## config.mk

```make
export PLATFORM = sky130hd
export DESIGN_NAME = ccsds_turbo_enc_pingpong_sched
export DESIGN_NICKNAME = d
export VERILOG_FILES = /design/src/rtl/ccsds_turbo_pkg.sv /design/src/rtl/ccsds_turbo_bank_wr_ctrl.sv /design/src/rtl/ccsds_turbo_enc_pingpong_sched.sv
export SDC_FILE = /design/constraint.sdc
export NUM_CORES = 1
export LEC_CHECK = 0
export BUFFER_PORTS_ARGS = -buffer_cell sky130_fd_sc_hd__buf_2
export CAP_MARGIN = 10
export CORE_ASPECT_RATIO = 0.8
export CORE_MARGIN = 2
export CORE_UTILIZATION = 55
export CTS_CLUSTER_SIZE = 20
export DETAILED_ROUTE_END_ITERATION = 10
export PLACE_DENSITY = 0.8
export SLEW_MARGIN = 20
export SYNTH_ARGS = -nofsm -noshare
export SYNTH_HDL_FRONTEND = slang
export SYNTH_HIERARCHICAL = 1
export SYNTH_SLANG_ARGS = --single-unit
```

## constraint.sdc

```tcl
create_clock -name clk -period 2.3 [get_ports clk]
set_input_delay 0.345 -clock clk [delete_from_list [all_inputs] [get_ports clk]]
set_output_delay 0.345 -clock clk [all_outputs]
set_load 0.02 [all_outputs]
```

## src/rtl/ccsds_turbo_pkg.sv

```systemverilog
// Shared state encoding, bank-state constants and address widths for the
// CCSDS turbo encoder ping-pong scheduler.
package ccsds_turbo_pkg;

    localparam int IDX_W = 13;
    localparam int BUF_W = 14;

    localparam logic BANK_EMPTY = 1'b0;
    localparam logic BANK_FULL  = 1'b1;

    typedef enum logic [1:0] {
        ST_IDLE,
        ST_RUN,
        ST_TERM,
        ST_DONE
    } enc_state_t;

endpackage

```

## src/rtl/ccsds_turbo_bank_wr_ctrl.sv

```systemverilog
// Write side of the ping-pong buffer: write index, write bank pointer,
// per-bank FULL flags and the sticky overflow flag.
module ccsds_turbo_bank_wr_ctrl
    import ccsds_turbo_pkg::*;
#(
    parameter int K = 8160
)(
    input  logic             clk,
    input  logic             rst,
    input  logic             i_in_valid,
    input  logic             i_free_en,
    input  logic             i_free_bank,
    output logic             o_in_ready,
    output logic [BUF_W-1:0] o_wr_addr,
    output logic [1:0]       o_bank_full,
    output logic             o_overflow
);

    localparam logic [IDX_W-1:0] LAST_IDX = IDX_W'(K - 1);

    logic [IDX_W-1:0] r_wr_idx;
    logic             r_wr_ptr;
    logic [1:0]       r_bank_full;
    logic             r_overflow;
    logic             w_wr_fire;
    logic             w_last;
    logic [1:0]       w_bank_full_nxt;

    assign o_in_ready  = (r_bank_full[r_wr_ptr] == BANK_EMPTY);
    assign w_wr_fire   = i_in_valid && o_in_ready;
    assign w_last      = (r_wr_idx == LAST_IDX);
    assign o_wr_addr   = {r_wr_ptr, r_wr_idx};
    assign o_bank_full = r_bank_full;
    assign o_overflow  = r_overflow;

    // Reader frees a FULL bank while the writer can only fill an EMPTY one,
    // so the two updates never target the same bank and both must land.
    always_comb begin
        // NOTE: default assigned first so no path leaves the vector unassigned (no latch).
        w_bank_full_nxt = r_bank_full;
        if (i_free_en) begin
            w_bank_full_nxt[i_free_bank] = BANK_EMPTY;
        end
        if (w_wr_fire && w_last) begin
            w_bank_full_nxt[r_wr_ptr] = BANK_FULL;
        end
    end

    always_ff @(posedge clk or posedge rst) begin
        if (rst) begin
            r_wr_idx    <= '0;
            r_wr_ptr    <= 1'b0;
            r_bank_full <= {BANK_EMPTY, BANK_EMPTY};
            r_overflow  <= 1'b0;
        end else begin
            // NOTE: non-blocking so every register here samples pre-edge values.
            r_bank_full <= w_bank_full_nxt;
            if (w_wr_fire) begin
                r_wr_idx <= w_last ? '0 : r_wr_idx + IDX_W'(1);
                if (w_last) begin
                    r_wr_ptr <= ~r_wr_ptr;
                end
            end
            if (i_in_valid && !o_in_ready) begin
                r_overflow <= 1'b1;
            end
        end
    end

endmodule

```

## src/rtl/ccsds_turbo_enc_pingpong_sched.sv

```systemverilog
// Ping-pong frame scheduler for a CCSDS turbo encoder: sequences ROM, buffer
// fetch, RSC data and termination per frame. Optional CCSDS_TURBO_SCHED_STATS_EN adds frame_cnt.
module ccsds_turbo_enc_pingpong_sched
    import ccsds_turbo_pkg::*;
#(
    parameter int K        = 8160,
    parameter int TERM_LEN = 4
)(
    input  logic             clk,
    input  logic             rst,
    input  logic             in_valid,
    output logic             in_ready,
    output logic [BUF_W-1:0] wr_addr,
    output logic             rom_en,
    output logic [IDX_W-1:0] rom_addr,
    output logic             fetch_en,
    output logic [BUF_W-1:0] rd_addr,
    output logic             rd_bank,
    output logic             rsc_en,
    output logic             term,
    output logic             enc_done,
    output logic             overflow
`ifdef CCSDS_TURBO_SCHED_STATS_EN
    ,
    output logic [15:0]      frame_cnt
`endif
);

    localparam int CNT_W = IDX_W + 1;
    localparam logic [CNT_W-1:0] C_K         = CNT_W'(K);
    localparam logic [CNT_W-1:0] C_RUN_LAST  = CNT_W'(K + 1);
    localparam logic [CNT_W-1:0] C_TERM_LAST = CNT_W'(TERM_LEN - 1);

    enc_state_t       r_state, w_state_nxt;
    logic [CNT_W-1:0] r_cnt, w_cnt_nxt;
    logic             r_rd_ptr, w_rd_ptr_nxt;
    logic             r_rd_bank, w_rd_bank_nxt;
    logic [1:0]       w_bank_full;
    logic             w_free_en;
    logic [IDX_W-1:0] w_rd_idx;

    ccsds_turbo_bank_wr_ctrl #(.K(K)) u_wr_ctrl (
        .clk         (clk),
        .rst         (rst),
        .i_in_valid  (in_valid),
        .i_free_en   (w_free_en),
        .i_free_bank (r_rd_bank),
        .o_in_ready  (in_ready),
        .o_wr_addr   (wr_addr),
        .o_bank_full (w_bank_full),
        .o_overflow  (overflow)
    );

    assign rd_bank = r_rd_bank;
    assign rd_addr = {r_rd_bank, w_rd_idx};

    always_ff @(posedge clk or posedge rst) begin
        if (rst) begin
            r_state   <= ST_IDLE;
            r_cnt     <= '0;
            r_rd_ptr  <= 1'b0;
            r_rd_bank <= 1'b0;
        end else begin
            r_state   <= w_state_nxt;
            r_cnt     <= w_cnt_nxt;
            r_rd_ptr  <= w_rd_ptr_nxt;
            r_rd_bank <= w_rd_bank_nxt;
        end
    end

    // RUN cycle c: ROM read at c, buffer fetch one cycle behind, RSC two behind.
    always_comb begin
        w_state_nxt   = r_state;
        w_cnt_nxt     = r_cnt;
        w_rd_ptr_nxt  = r_rd_ptr;
        w_rd_bank_nxt = r_rd_bank;
        rom_en        = 1'b0;
        rom_addr      = '0;
        fetch_en      = 1'b0;
        w_rd_idx      = '0;
        rsc_en        = 1'b0;
        term          = 1'b0;
        enc_done      = 1'b0;
        w_free_en     = 1'b0;
        unique case (r_state)
            ST_IDLE: begin
                if (w_bank_full[r_rd_ptr] == BANK_FULL) begin
                    w_state_nxt   = ST_RUN;
                    w_cnt_nxt     = '0;
                    w_rd_bank_nxt = r_rd_ptr;
                end
            end
            ST_RUN: begin
                rom_en   = (r_cnt < C_K);
                rom_addr = rom_en ? r_cnt[IDX_W-1:0] : '0;
                fetch_en = (r_cnt != '0) && (r_cnt <= C_K);
                w_rd_idx = fetch_en ? r_cnt[IDX_W-1:0] - IDX_W'(1) : '0;
                rsc_en   = (r_cnt >= CNT_W'(2));
                if (r_cnt == C_RUN_LAST) begin
                    w_state_nxt = ST_TERM;
                    w_cnt_nxt   = '0;
                end else begin
                    w_cnt_nxt = r_cnt + CNT_W'(1);
                end
            end
            ST_TERM: begin
                term = 1'b1;
                if (r_cnt == C_TERM_LAST) begin
                    w_state_nxt = ST_DONE;
                    w_cnt_nxt   = '0;
                end else begin
                    w_cnt_nxt = r_cnt + CNT_W'(1);
                end
            end
            ST_DONE: begin
                enc_done     = 1'b1;
                w_free_en    = 1'b1;
                w_rd_ptr_nxt = ~r_rd_ptr;
                w_state_nxt  = ST_IDLE;
            end
            default: begin
                w_state_nxt = ST_IDLE;
            end
        endcase
    end

`ifdef CCSDS_TURBO_SCHED_STATS_EN
    logic [15:0] r_frame_cnt;

    always_ff @(posedge clk or posedge rst) begin
        if (rst) begin
            r_frame_cnt <= '0;
        end else if (enc_done) begin
            r_frame_cnt <= r_frame_cnt + 16'd1;
        end
    end

    assign frame_cnt = r_frame_cnt;
`endif

endmodule

```

==> key figures <==
Logic synthesis
  • Main combinational cell family by area after synthesis: simple AND/OR/NAND/NOR gates
  • Most used flip-flop cell after synthesis: dfrtp_1
  • Post-synth top cells: dfrtp_1 (35), nor2_1 (29), nand2_1 (24), nor3_1 (13), inv_1 (12)
  • Post-Synth Simple-Gate Area: 29.8%
  • Largest area contributor in the netlist: dfrtp_1
  • Register area share after synthesis: 33.8%
  • Cells after synthesis: 290
  • Yosys reg bits: 35
  • Share of async-settable or async-resettable flops after synthesis: 100%
  • Synth area leaders: dfrtp_1 (34%), ha_1 (5.3%), nor2_1 (4.2%)
  • Synth top area share: 33.8%
  • Post-synthesis cell type count: 70
  • Average size of a mapped cell: 8.92 µm²
  • Adder-Cell Fraction of Synth Area: 5.32%
  • Post-synthesis mux area share: 2.22%
  • Synth warn: 6
  • Post-Synth XOR/XNOR Area: 6.77%
  • Synthesized area: 2590 µm²
  • Post-Syn Nets: 304
  • EDFF count, synth: 0
  • Compound-Gate Fraction of Synth Area: 15.7%
  • Most common cell in the netlist: dfrtp_1

Die
  • Chip Height: 65.4 µm
  • Initial core utilization: 56.6%
  • Die Width: 80.7 µm
  • Site Rows: 22
  • Core Box Area: 4570 µm²
  • Die ar.: 5270 µm²
  • Top-Level Pins: 52

STA
  • Unrepaired setup endpoints after global routing: yes
  • Clk_skew: 0.00950 ns
  • F_max: 0.429 GHz
  • Slew Limit Fails: 0
  • Fin crit share: 101%
  • Final setup margin: -0.0324 ns
  • Crit path time final: 2.33 ns
  • Worst-margin pin slew: 0.726 ns
  • Hold Slack: 0.136 ns
  • Final setup violation count: 14
  • Rel. slew slack: 51.5%
  • Endpoints failing hold: 0

Routing
  • Wire length per cell after detailed routing: 16.9 µm
  • First-pass detailed-route iteration total: 5
  • DR iter-0 viols: 292
  • Drt via density: 6.10
  • DRT Wirelength: 7.17 mm
  • Routed vias: 2585
  • Top sig layer: met4
  • Met3 Wirelength: 522 µm
  • Residual DRC: 0
  • WL met2: 3.33 mm
  • Detail Route Antenna Nets: 0
  • Met1 WL: 3.21 mm

Clock tree
  • H-tree Lvls: 2
  • Root Driver: clkbuf_8
  • CTS sink cnt: 35
  • Hold-fix buffers, CTS: 0
  • CTS buffer count: 5
  • CTS clock-pin slew for the worst setup and hold paths: 0.08 ns
  • CTS max path bufs: 2
  • Skew-Pair Late Insertion Delay: 0.30 ns
  • TritonCTS clock tree: done

Place
  • Routability cong.: 0.832
  • Placed cell count: 402
  • I/O Buffers: 51
  • Post-detail-place hpwl: 4.99 mm

Setup path
  • R2r setup slk: 0.19 ns
  • Worst Setup Start Kind: register
  • Worst reg2reg path depth: 6
  • Worst endpoint required time: 1.96 ns
  • Worst Setup SP: r_cnt[2]
  • RR Startpoint: r_cnt[10]
  • Worst reg2reg path endpoint: r_cnt[8]
  • Crit. End Element: primary output
  • Critical Path Sink: rd_addr[3]
  • Crit path kind: reg -> out
  • CP Data Arrival Time: 1.99 ns
  • Crit-path max FO: 10

GRT
  • Largest net degree at the start of global routing: 19
  • Gr ovfl total: 0
  • GRT Util Overall: 27.7%
  • Initial antenna violation count: 0
  • First-pass GRT wire length: 11.4 mm
  • Vias in the first global route: 2323

Power and ir drop
  • Peak supply drop: 0.000415 V
  • Leak: 1.65 nW
  • Pwr Density: 423 nW/µm²

Finish
  • Syn-to-layout area delta: 26.4%
  • Share of layout cells above drive strength 1: 38.2%
  • Post-layout nets: 378
  • ANT cells: 0
  • Reg area: 887 µm²
  • Post-layout util: 71.5%
  • Fillers: 341
  • Non-Filler Instances: 424
  • Area of the multi-input gates: 1610 µm²

Run status
  • Violated checks: negative setup slack
  • Status: finished, violations left

Min path
  • Min-Delay Path Class: in -> async

Job
  • Max-Cap Viols: 0
[timing repair]
item,4_1_cts,5_1_grt
buffers inserted,8,7
setup endpoints to repair,11,21
gates resized for setup,12,19
pin swaps,1,2
[registers in the layout (all words and copies together) (netlist names)]
| register | cells |
|---|---|
| r_cnt | 14 |
| r_rd_ptr | 1 |
| r_state | 2 |
| rd_bank | 1 |
| u_wr_ctrl/o_bank_full | 2 |
| u_wr_ctrl/o_overflow | 1 |
| u_wr_ctrl/r_wr_idx | 13 |
| u_wr_ctrl/r_wr_ptr | 1 |
[cell type report]
type,instances,share of cell area [%]
multi-input combinational,222,49.3
sequential,35,27.1
timing repair buffer,87,17.1
clock buffer,6,2.53
tap,60,2.30
inverter,13,1.49
clock inverter,1,0.153
[report_power, final]
part	total [mW]	switching, mW	internal, mW
combinational	0.200	0.128	0.0723
sequential	0.723	0.0669	0.656
clock	0.461	0.226	0.235
[metrics by stage]
stage               worst slack [ns]  area [µm²]  TNS [ns]  power, mW
floorplan                      0.135        2590         0      0.857
global placement               0.196        2970         0      0.922
detailed placement             0.154        2970         0      0.935
CTS                          0.00121        3150         0       1.38
global route                 -0.0628        3270    -0.495       1.44
finish                       -0.0324        3270    -0.292       1.38
[worst max-delay path: stages (launching register included)]
cell and delay, ns:
dfrtp_2 0.51, nor3_4 0.30, and4_1 0.30, a221o_1 0.25, buf_4 0.15, nor2_1 0.04
buf_2 0.15
[layout by cell type, fill, tap and decap left out, types with 4 or more instances in the layout]
cell type / n
dfrtp_2: 9
or3_1: 4
and4_1: 5
nor3_1: 10
xnor2_1: 10
xor2_1: 10
nor3_2: 4
buf_2: 46
nand3_1: 8
inv_1: 10
nand4_1: 6
dfrtp_1: 26
a21oi_1: 8
clkbuf_8: 6
o21ai_0: 6
o2111ai_1: 4
nor2_1: 29
and2_1: 11
nand2_1: 24
ha_1: 8
buf_4: 38
[worst min path at each step]
| stage | slack, ns | start | cells after the start | to |
|---|---|---|---|---|
| 2_1_floorplan | 0.27 | rst | 1 | u_wr_ctrl/o_bank_full[0] |
| 3_3_place_gp | 0.44 | u_wr_ctrl/o_overflow | 1 | u_wr_ctrl/o_overflow |
| 3_5_place_dp | 0.45 | u_wr_ctrl/o_overflow | 1 | u_wr_ctrl/o_overflow |
| 4_1_cts | 0.16 | rst | 2 | u_wr_ctrl/r_wr_idx[3] |
| 5_1_grt | 0.20 | rst | 2 | u_wr_ctrl/o_bank_full[0] |
| 6_report | 0.14 | rst | 2 | u_wr_ctrl/r_wr_idx[3] |
[metal layers]
layer	vias to the layer above	track usage, %
li1	1183	-
met1	1252	40.2
met2	130	42.6
met3	20	4.67
met4	0	8.47
met5	-	0
[kinds of logic (layout without fill, tap and decap cells)]
| family | count (synthesis) | in the layout |
|---|---|---|
| xor+xnor | 20 | 20 |
| mux | 5 | 5 |
| compound gates | 52 | 52 |
| flops | 35 | 35 |
| fa+ha+maj | 11 | 11 |
| buf+inv | 33 | 107 |
| simple gates | 134 | 134 |
Note: power is estimated with default switching activity, not from simulation.
